### config.mk
export PLATFORM = sky130hd
export DESIGN_NAME = sb_tx_serializer
export DESIGN_NICKNAME = d
export VERILOG_FILES = /design/src/rtl/sb_tx_serializer.sv
export SDC_FILE = /design/constraint.sdc
export NUM_CORES = 1
export LEC_CHECK = 0
export CAP_MARGIN = 25
export CORE_MARGIN = 2
export CORE_UTILIZATION = 40
export CTS_BUF_LIST = sky130_fd_sc_hd__clkbuf_4 sky130_fd_sc_hd__clkbuf_8
export DETAILED_ROUTE_END_ITERATION = 10
export PLACE_DENSITY = 0.59
export SLEW_MARGIN = 10
export SYNTH_ARGS = -nofsm -noshare
export SYNTH_HDL_FRONTEND = slang
export SYNTH_SLANG_ARGS = --single-unit
### constraint.sdc
create_clock -name i_pll_clk -period 3.4 [get_ports i_pll_clk]
set_clock_uncertainty 0.05 [all_clocks]
set_input_delay 0.85 -clock i_pll_clk [delete_from_list [all_inputs] [get_ports i_pll_clk]]
set_output_delay 0.85 -clock i_pll_clk [all_outputs]
set_load 0.01 [all_outputs]
### src/rtl/sb_tx_serializer.sv
// Sideband TX serializer: buffers sideband packets and shifts them out LSB-first,
// one 97-cycle SB clock controller frame per packet, checking o_ser_done alignment.
//
// Ports:
//   i_pll_clk    PLL clock, shared with the SB clock controller
//   i_rst_n      asynchronous active-low reset
//   i_pkt_valid  packet builder presents i_pkt_data
//   i_pkt_data   packet, bit 0 sent first
//   o_pkt_ready  FIFO not full
//   o_clk_req    one-cycle frame-start pulse to the controller
//   i_ser_done   controller end-of-bits pulse
//   o_txdatasb   serial data toward the TXDATASB pad
//   o_busy       frame in flight or packets queued
//   o_sync_err   sticky i_ser_done misalignment flag
`timescale 1ns/1ps
module sb_tx_serializer #(
    parameter int DATA_W     = 64,
    parameter int FIFO_DEPTH = 4,
    parameter int GAP_CYCLES = 33
) (
    input  logic              i_pll_clk,
    input  logic              i_rst_n,
    input  logic              i_pkt_valid,
    input  logic [DATA_W-1:0] i_pkt_data,
    output logic              o_pkt_ready,
    output logic              o_clk_req,
    input  logic              i_ser_done,
    output logic              o_txdatasb,
    output logic              o_busy,
    output logic              o_sync_err
);
    localparam int PW = $clog2(FIFO_DEPTH);
    localparam int BW = $clog2(DATA_W);
    localparam int GW = $clog2(GAP_CYCLES);

    localparam logic [PW:0]   CNT_FULL = (PW+1)'(FIFO_DEPTH);
    localparam logic [BW-1:0] BIT_LAST = BW'(DATA_W-1);
    localparam logic [GW-1:0] GAP_LAST = GW'(GAP_CYCLES-1);
    // Controller registers its counter==DATA_W, so done lands one GAP cycle in
    localparam logic [GW-1:0] GAP_DONE = GW'(1);

    typedef enum logic [1:0] {
        IDLE,
        SHIFT,
        GAP
    } state_t;

    state_t            r_state;
    state_t            w_next;
    logic [DATA_W-1:0] r_mem [FIFO_DEPTH];
    logic [PW-1:0]     r_wptr;
    logic [PW-1:0]     r_rptr;
    logic [PW:0]       r_count;
    logic [DATA_W-1:0] r_shreg;
    logic [BW-1:0]     r_bit_cnt;
    logic [GW-1:0]     r_gap_cnt;
    logic              r_sync_err;

    logic w_full;
    logic w_empty;
    logic w_push;
    logic w_pop;
    logic w_gap_last;
    logic w_viol;

    assign w_full     = (r_count == CNT_FULL);
    assign w_empty    = (r_count == '0);
    assign w_push     = i_pkt_valid && !w_full;
    assign w_gap_last = (r_state == GAP) && (r_gap_cnt == GAP_LAST);
    assign w_pop      = !w_empty &&
                        ((r_state == IDLE) || w_gap_last);

    // Done must appear exactly once per frame, at GAP_DONE
    always_comb begin
        w_viol = 1'b0;
        if (r_state == GAP && r_gap_cnt == GAP_DONE) begin
            w_viol = !i_ser_done;
        end else if (r_state != IDLE) begin
            w_viol = i_ser_done;
        end
    end

    // FIFO
    always_ff @(posedge i_pll_clk or negedge i_rst_n) begin
        if (!i_rst_n) begin
            for (int i = 0; i < FIFO_DEPTH; i++) begin
                r_mem[i] <= '0;
            end
            r_wptr  <= '0;
            r_rptr  <= '0;
            r_count <= '0;
        end else begin
            if (w_push) begin
                r_mem[r_wptr] <= i_pkt_data;
                r_wptr        <= r_wptr + 1'b1;
            end
            if (w_pop) begin
                r_rptr <= r_rptr + 1'b1;
            end
            unique case ({w_push, w_pop})
                2'b10:   r_count <= r_count + 1'b1;
                2'b01:   r_count <= r_count - 1'b1;
                default: r_count <= r_count;
            endcase
        end
    end

    // FSM state register
    always_ff @(posedge i_pll_clk or negedge i_rst_n) begin
        if (!i_rst_n) begin
            r_state <= IDLE;
        end else begin
            r_state <= w_next;
        end
    end

    // FSM next state
    always_comb begin
        w_next = r_state;
        unique case (r_state)
            IDLE: begin
                if (!w_empty) w_next = SHIFT;
            end
            SHIFT: begin
                if (r_bit_cnt == BIT_LAST) w_next = GAP;
            end
            GAP: begin
                if (w_gap_last) w_next = w_empty ? IDLE : SHIFT;
            end
            default: w_next = IDLE;
        endcase
    end

    // Shift register, counters, sticky error
    always_ff @(posedge i_pll_clk or negedge i_rst_n) begin
        if (!i_rst_n) begin
            r_shreg    <= '0;
            r_bit_cnt  <= '0;
            r_gap_cnt  <= '0;
            r_sync_err <= 1'b0;
        end else begin
            if (w_pop) begin
                r_shreg <= r_mem[r_rptr];
            end else if (r_state == SHIFT) begin
                r_shreg <= r_shreg >> 1;
            end
            if (r_state == SHIFT && r_bit_cnt != BIT_LAST) begin
                r_bit_cnt <= r_bit_cnt + 1'b1;
            end else begin
                r_bit_cnt <= '0;
            end
            if (r_state == GAP && !w_gap_last) begin
                r_gap_cnt <= r_gap_cnt + 1'b1;
            end else begin
                r_gap_cnt <= '0;
            end
            if (w_viol) begin
                r_sync_err <= 1'b1;
            end
        end
    end

    // FSM outputs; error is visible in the offending cycle itself
    always_comb begin
        o_pkt_ready = !w_full;
        o_clk_req   = 1'b0;
        o_txdatasb  = 1'b0;
        o_busy      = (r_state != IDLE) || !w_empty;
        o_sync_err  = r_sync_err || w_viol;
        if (r_state == SHIFT) begin
            o_clk_req  = (r_bit_cnt == '0);
            o_txdatasb = r_shreg[0];
        end
    end

endmodule

==> results.sh, run 1 <==
export IMPL_peakVddDrop_mv=0.353
export IMPL_rrSetupSlack_ns=1.18
export IMPL_crit_chain="nor2b_2 -> and2_1 -> clkdlybuf4s50_1"
export IMPL_numPortBuffers=72
export IMPL_dieArea_um2=39700
export IMPL_layout_commonest_cell="dfrtp_1"
export IMPL_placed_cell_area_um2=16500
export IMPL_p_sw_share_pct=29.2
export IMPL_cp_top_family="simple AND/OR/NAND/NOR gates"
export IMPL_fp_coreArea_um2=37600
export IMPL_powerDensity_nw_per_um2=928
export IMPL_slowest_stage="clkdlybuf4s50_1"
export IMPL_hold_viol=0
export IMPL_synth_seq_area_share_pct=56.2
export IMPL_yosysWarnings=0
export IMPL_drc=0
export IMPL_ys_flop_type="dfrtp_1"
export IMPL_reg2reg_to="r_count[2]"
export IMPL_drive_above_1_share_pct=36.1
export IMPL_r2r_start="r_count[2]"
export IMPL_max_stage_delay_ns=0.56
export IMPL_p_sw_w=0.00483
export IMPL_synth_edff_count=0
export IMPL_pwr_share_seq_pct=43.6
export IMPL_period_needed_ns=3.22
export IMPL_grt_ovfl_total=0
export IMPL_wire_per_inst_um=18.9
export IMPL_combinationalPowerShare_pct=32.4
export IMPL_rsz0062_at_grt="false"
export IMPL_netlist_area_um2=15200
export IMPL_async_flop_share_pct=100
export IMPL_crit_fanout=7
export IMPL_relSlewSlack_pct=42.4
export IMPL_nets=1182
export IMPL_slew_viol_final=0
export IMPL_worstHoldPathType="in2async"
export IMPL_cts_tree="built"
export IMPL_hold_buffers=0
export IMPL_dp_cells=1555
export IMPL_maxCapViolations=0
export IMPL_clk_latency_ns=0.60
export IMPL_ys_seq_elements=342
export IMPL_synth_cells=1013
export IMPL_ys_top_cells_by_area="dfrtp_1 56%, mux2_2 15%, mux4_2 9.5%"
export IMPL_required_ns=2.50
export IMPL_chipHeight_um=199
export IMPL_crit_buf_inv=1
export IMPL_clkPwrFrac_pct=24.1
export IMPL_cts_root_buf="clkbuf_8"
export IMPL_row_count=71
export IMPL_fin_tns_setup_ns=0
export IMPL_mostFrequentLayoutCells="340 x dfrtp_1, 205 x mux2_2, 77 x clkbuf_8"
export IMPL_outcome="completed"
export IMPL_clk_pin_slew_worst_paths_ns=0.06
export IMPL_fillers=3358
export IMPL_grt_max_degree=71
export IMPL_total_power_w=0.0165
export IMPL_first_global_vias=9558
export IMPL_synth_nets=1092
export IMPL_worstMarginPinSlew_ns=0.864
export IMPL_fmax_mhz=311
export IMPL_finalCritPeriodShare_pct=94.7
export IMPL_first_pass_iters=7
export IMPL_final_instance_count_excl_fill=1661
export IMPL_postRouteAntennaNets=0
export IMPL_crit_type="reg2out"
export IMPL_wl_um=31300
export IMPL_ys_types=33
export IMPL_grt_pass1_wl_um=52800
export IMPL_ctsHtreeMaxLevel=2
export IMPL_post_dp_hpwl_um=18700
export IMPL_yosysTopAreaCell="dfrtp_1"
export IMPL_vias_per_cell=5.18
export IMPL_gp_routability_congestion=0.692
export IMPL_cts_path_max_buffers=3
export IMPL_intPower_w=0.0117
export IMPL_post_route_cell_area_um2=17800
export IMPL_seq_area_um2=8570
export IMPL_netlist_area_leader_share_pct=56.2
export IMPL_setup_viol=0
export IMPL_start_kind="flip-flop"
export IMPL_die_x_um=199
export IMPL_ios=73
export IMPL_antenna_found_initial=1
export IMPL_reg2reg_depth=9
export IMPL_whs_ns=0.159
export IMPL_cts_buffers=57
export IMPL_cts_sinks=342
export IMPL_track_usage_pct=16.9
export IMPL_syn_to_final_growth_pct=17.0
export IMPL_initial_core_util_pct=40.6
export IMPL_vias=8606
export IMPL_drtIter0Drc=416
export IMPL_multi_input_area_um2=6200
export IMPL_p_leak_nw=7.43
export IMPL_syn_avg_cell_area_um2=15.0
export IMPL_endpoint_kind="primary output"
export IMPL_critPathArrivalTime_ns=2.32
## registers in the layout, summed over array words and instances, names as in the netlist
signal / cells
r_bit_cnt: 6
r_state: 2
r_count: 3
r_mem: 256
r_wptr: 2
r_sync_err: 1
r_gap_cnt: 6
r_shreg: 64
r_rptr: 2
## worst max-delay path by stage
stage	start	endpoint	slack (ns)	cells past startpoint
6_report	r_state[0]	o_txdatasb	0.18	3
5_1_grt	r_gap_cnt[2]	o_sync_err	0.05	5
4_1_cts	r_gap_cnt[2]	o_sync_err	0.14	5
3_5_place_dp	i_ser_done	o_sync_err	0.29	5
3_3_place_gp	i_ser_done	o_sync_err	0.29	5
2_1_floorplan	i_pkt_valid	r_count[2]	1.0	7
## stage by stage
| stage | util (%) | setup WS (ns) |
|---|---|---|
| after floorplan | - | 0.998 |
| after global placement | 43.9 | 0.290 |
| after detailed placement | 44.0 | 0.294 |
| after CTS | 47.4 | 0.138 |
| after global routing | 47.4 | 0.0547 |
| final | 47.4 | 0.181 |
## synth_stat cells (3+ instances only)
library cell	count
nand2_4	4
mux2_2	205
buf_1	10
and3_1	3
mux2_1	52
nor2_1	18
xor2_1	5
xnor2_1	9
clkbuf_2	4
mux2i_1	63
buf_6	24
mux4_2	64
clkbuf_1	12
buf_2	17
nand3_1	69
nand2_1	10
ha_1	10
inv_1	10
dfrtp_1	342
o21ai_0	67
## power groups by stage
stage	clock [W]	combinational [W]	sequential, W
after global routing	0.00432	0.00588	0.00749
after CTS	0.00412	0.00547	0.00723
after floorplan	0	0.00460	0.00671
final	0.00398	0.00535	0.00721
after global placement	0	0.00531	0.00722
after detailed placement	0	0.00546	0.00728
## per-layer routing
layer  wire, µm  part of all wire [%]  up-vias  global-route usage [%]
li1           -                     -     3908                       -
met1      14400                    46     4531                    23.0
met2      15200                    48      120                    27.9
met3       1230                   3.9       47                    3.24
met4        548                   1.7        0                    4.48
met5          0                     0        -                       0
## cell type report
class                   count  share of cell area, %
multi-input cells         593                   34.8
diodes                      1                 0.0140
clock buffers              94                   6.66
flip-flops and latches    342                   48.1
repair buffers             99                   6.09
clock inverters            11                  0.618
well taps                 511                   3.59
inverters                  10                  0.211
## repair_timing
action / CTS / global route
gates resized for setup: 1 / 0
endpoints found under the setup margin: 2 / 0
buffers inserted: 0 / 0
## logic make-up after synthesis
group	share of synthesized area (%)
multiplexers	32.6
flip-flops	56.2
AND/OR/NAND/NOR	3.69
buffers and inverters	3.30
AO/OA/AOI/OAI	2.51
XOR/XNOR	0.805
adder cells (fa/ha/maj)	0.952
Power figures use the tool's default switching activity.
==> run 2, diff against run 1 <==
Settings changed: CORE_ASPECT_RATIO set to 1.5.
==> results.sh, run 2 (same netlist as run 1, synthesis figures left out) <==
export IMPL_fin_tns_setup_ns=0
export IMPL_maxCapViolations=0
export IMPL_post_dp_hpwl_um=19200
export IMPL_grt_util_met1_pct=20.5
export IMPL_required_ns=2.50
export IMPL_grt_ovfl_total=0
export IMPL_mostFrequentLayoutCells="340 x dfrtp_1, 205 x mux2_2, 73 x clkbuf_8"
export IMPL_ctsHtreeMaxLevel=2
export IMPL_busiest_layer="met2"
export IMPL_worstHoldPathType="in2async"
export IMPL_vias_per_cell=5.33
export IMPL_worstMarginPinSlew_ns=0.854
export IMPL_numPortBuffers=72
export IMPL_cts_sinks=342
export IMPL_relSlewSlack_pct=43.1
export IMPL_grt_max_degree=71
export IMPL_fp_coreArea_um2=37600
export IMPL_met3_usage_pct=2.34
export IMPL_powerDensity_nw_per_um2=920
export IMPL_largest_reg_flops=256
export IMPL_peakVddDrop_mv=0.356
export IMPL_cts_buffers=54
export IMPL_crit_fanout=6
export IMPL_cts_path_max_buffers=3
export IMPL_wire_per_inst_um=19.5
export IMPL_postRouteAntennaNets=0
export IMPL_rsz0062_at_grt="false"
export IMPL_vias=8705
export IMPL_layout_commonest_cell="dfrtp_1"
export IMPL_crit_type="reg2out"
export IMPL_dieArea_um2=39700
export IMPL_cts_root_buf="clkbuf_8"
export IMPL_antenna_found_initial=1
export IMPL_row_count=87
export IMPL_p_leak_nw=7.40
export IMPL_grt_pass1_wl_um=53000
export IMPL_track_usage_pct=16.9
export IMPL_clk_pin_slew_worst_paths_ns=0.06
export IMPL_start_kind="flip-flop"
export IMPL_max_stage_delay_ns=0.56
export IMPL_slew_viol_final=0
export IMPL_wl_um=31900
export IMPL_gp_routability_congestion=0.708
export IMPL_chipHeight_um=243
export IMPL_setup_viol=0
export IMPL_nets=1185
export IMPL_slowest_stage="clkdlybuf4s50_1"
export IMPL_outcome="completed"
export IMPL_top_register="r_mem"
export IMPL_syn_to_final_growth_pct=16.3
export IMPL_drtIter0Drc=479
export IMPL_endpoint_kind="primary output"
export IMPL_hold_buffers=0
export IMPL_drive_above_1_share_pct=35.9
export IMPL_gr_usage_met2_pct=30.5
export IMPL_clk_latency_ns=0.60
export IMPL_period_needed_ns=3.20
export IMPL_top_regs="r_mem: 256 flops, r_shreg: 64 flops"
export IMPL_hold_viol=0
export IMPL_ios=73
export IMPL_whs_ns=0.183
export IMPL_drc=0
export IMPL_first_pass_iters=4
export IMPL_cts_tree="built"
export IMPL_die_x_um=163
export IMPL_fmax_mhz=313
export IMPL_crit_chain="nor2b_2 -> and3_1 -> clkdlybuf4s50_1"
export IMPL_critPathArrivalTime_ns=2.30
export IMPL_finalCritPeriodShare_pct=94.1
export IMPL_initial_core_util_pct=40.6
export IMPL_first_global_vias=9692
run 2: area by class of cell:
cell class,count,area [µm²]
Antenna cell,1,2.50
Timing Repair Buffer,105,1120
Clock inverter,4,47.5
Inverter,10,37.5
Fill cell,3383,19800
Sequential cell,342,8570
Tap cell,489,612
Clock buffer,90,1130
Multi-Input combinational cell,593,6210
run 2: path summary, 6_finish.rpt:
path | startpoint | endpoint | slack (ns) | depth (start not counted)
worst max register to register | r_gap_cnt[2] | r_count[1] | 0.93 | 7
worst min register to register | r_sync_err | r_sync_err | 0.41 | 2
worst max-delay path | r_state[1] | o_clk_req | 0.20 | 3
max in group asynchronous | i_rst_n | r_mem[39] | 2.23 | 3
min in group i_pll_clk | r_sync_err | r_sync_err | 0.41 | 2
worst min-delay path | i_rst_n | r_mem[121] | 0.18 | 1
run 2: where the power goes:
group	switching (W)	total (W)	internal (W)
Clock	0.00159	0.00374	0.00216
Combinational	0.00207	0.00540	0.00333
Sequential	0.00114	0.00718	0.00604
Total	0.00480	0.0163	0.0115
run 2: per-stage QoR:
| step | worst slack (ns) | cell area, µm² | total power [W] | util, % | std cells |
|---|---|---|---|---|---|
| 6_report | 0.201 | 17700 | 0.0163 | 47.2 | 1634 |
| 5_1_grt | 0.0743 | 17700 | 0.0174 | 47.2 | 1634 |
| 4_1_cts | 0.0907 | 17700 | 0.0166 | 47.2 | 1633 |
| 3_5_place_dp | 0.321 | 16500 | 0.0128 | 44.1 | 1539 |
| 3_3_place_gp | 0.298 | 16500 | 0.0126 | 44.1 | 1539 |
| 2_1_floorplan | 0.998 | 15200 | 0.0113 | - | 1013 |
run 2: what timing repair did:
item | in CTS | in global routing
resized for setup | 0 | 1
endpoints found under the setup margin | 0 | 1
setup buffers | 0 | 0
run 2: metal layers:
metal | wire (µm) | part of all wire (%)
met5 | 0 | 0
met4 | 807 | 2.5
met3 | 965 | 3.0
met2 | 17000 | 53
met1 | 13100 | 41
run 2: critical path: cells and delay by family (launching register included):
| kind | cells | cell delay [ns] |
|---|---|---|
| buffers and inverters | 1 | 0.56 |
| AND/OR/NAND/NOR | 2 | 0.71 |
| flip-flops | 1 | 0.44 |
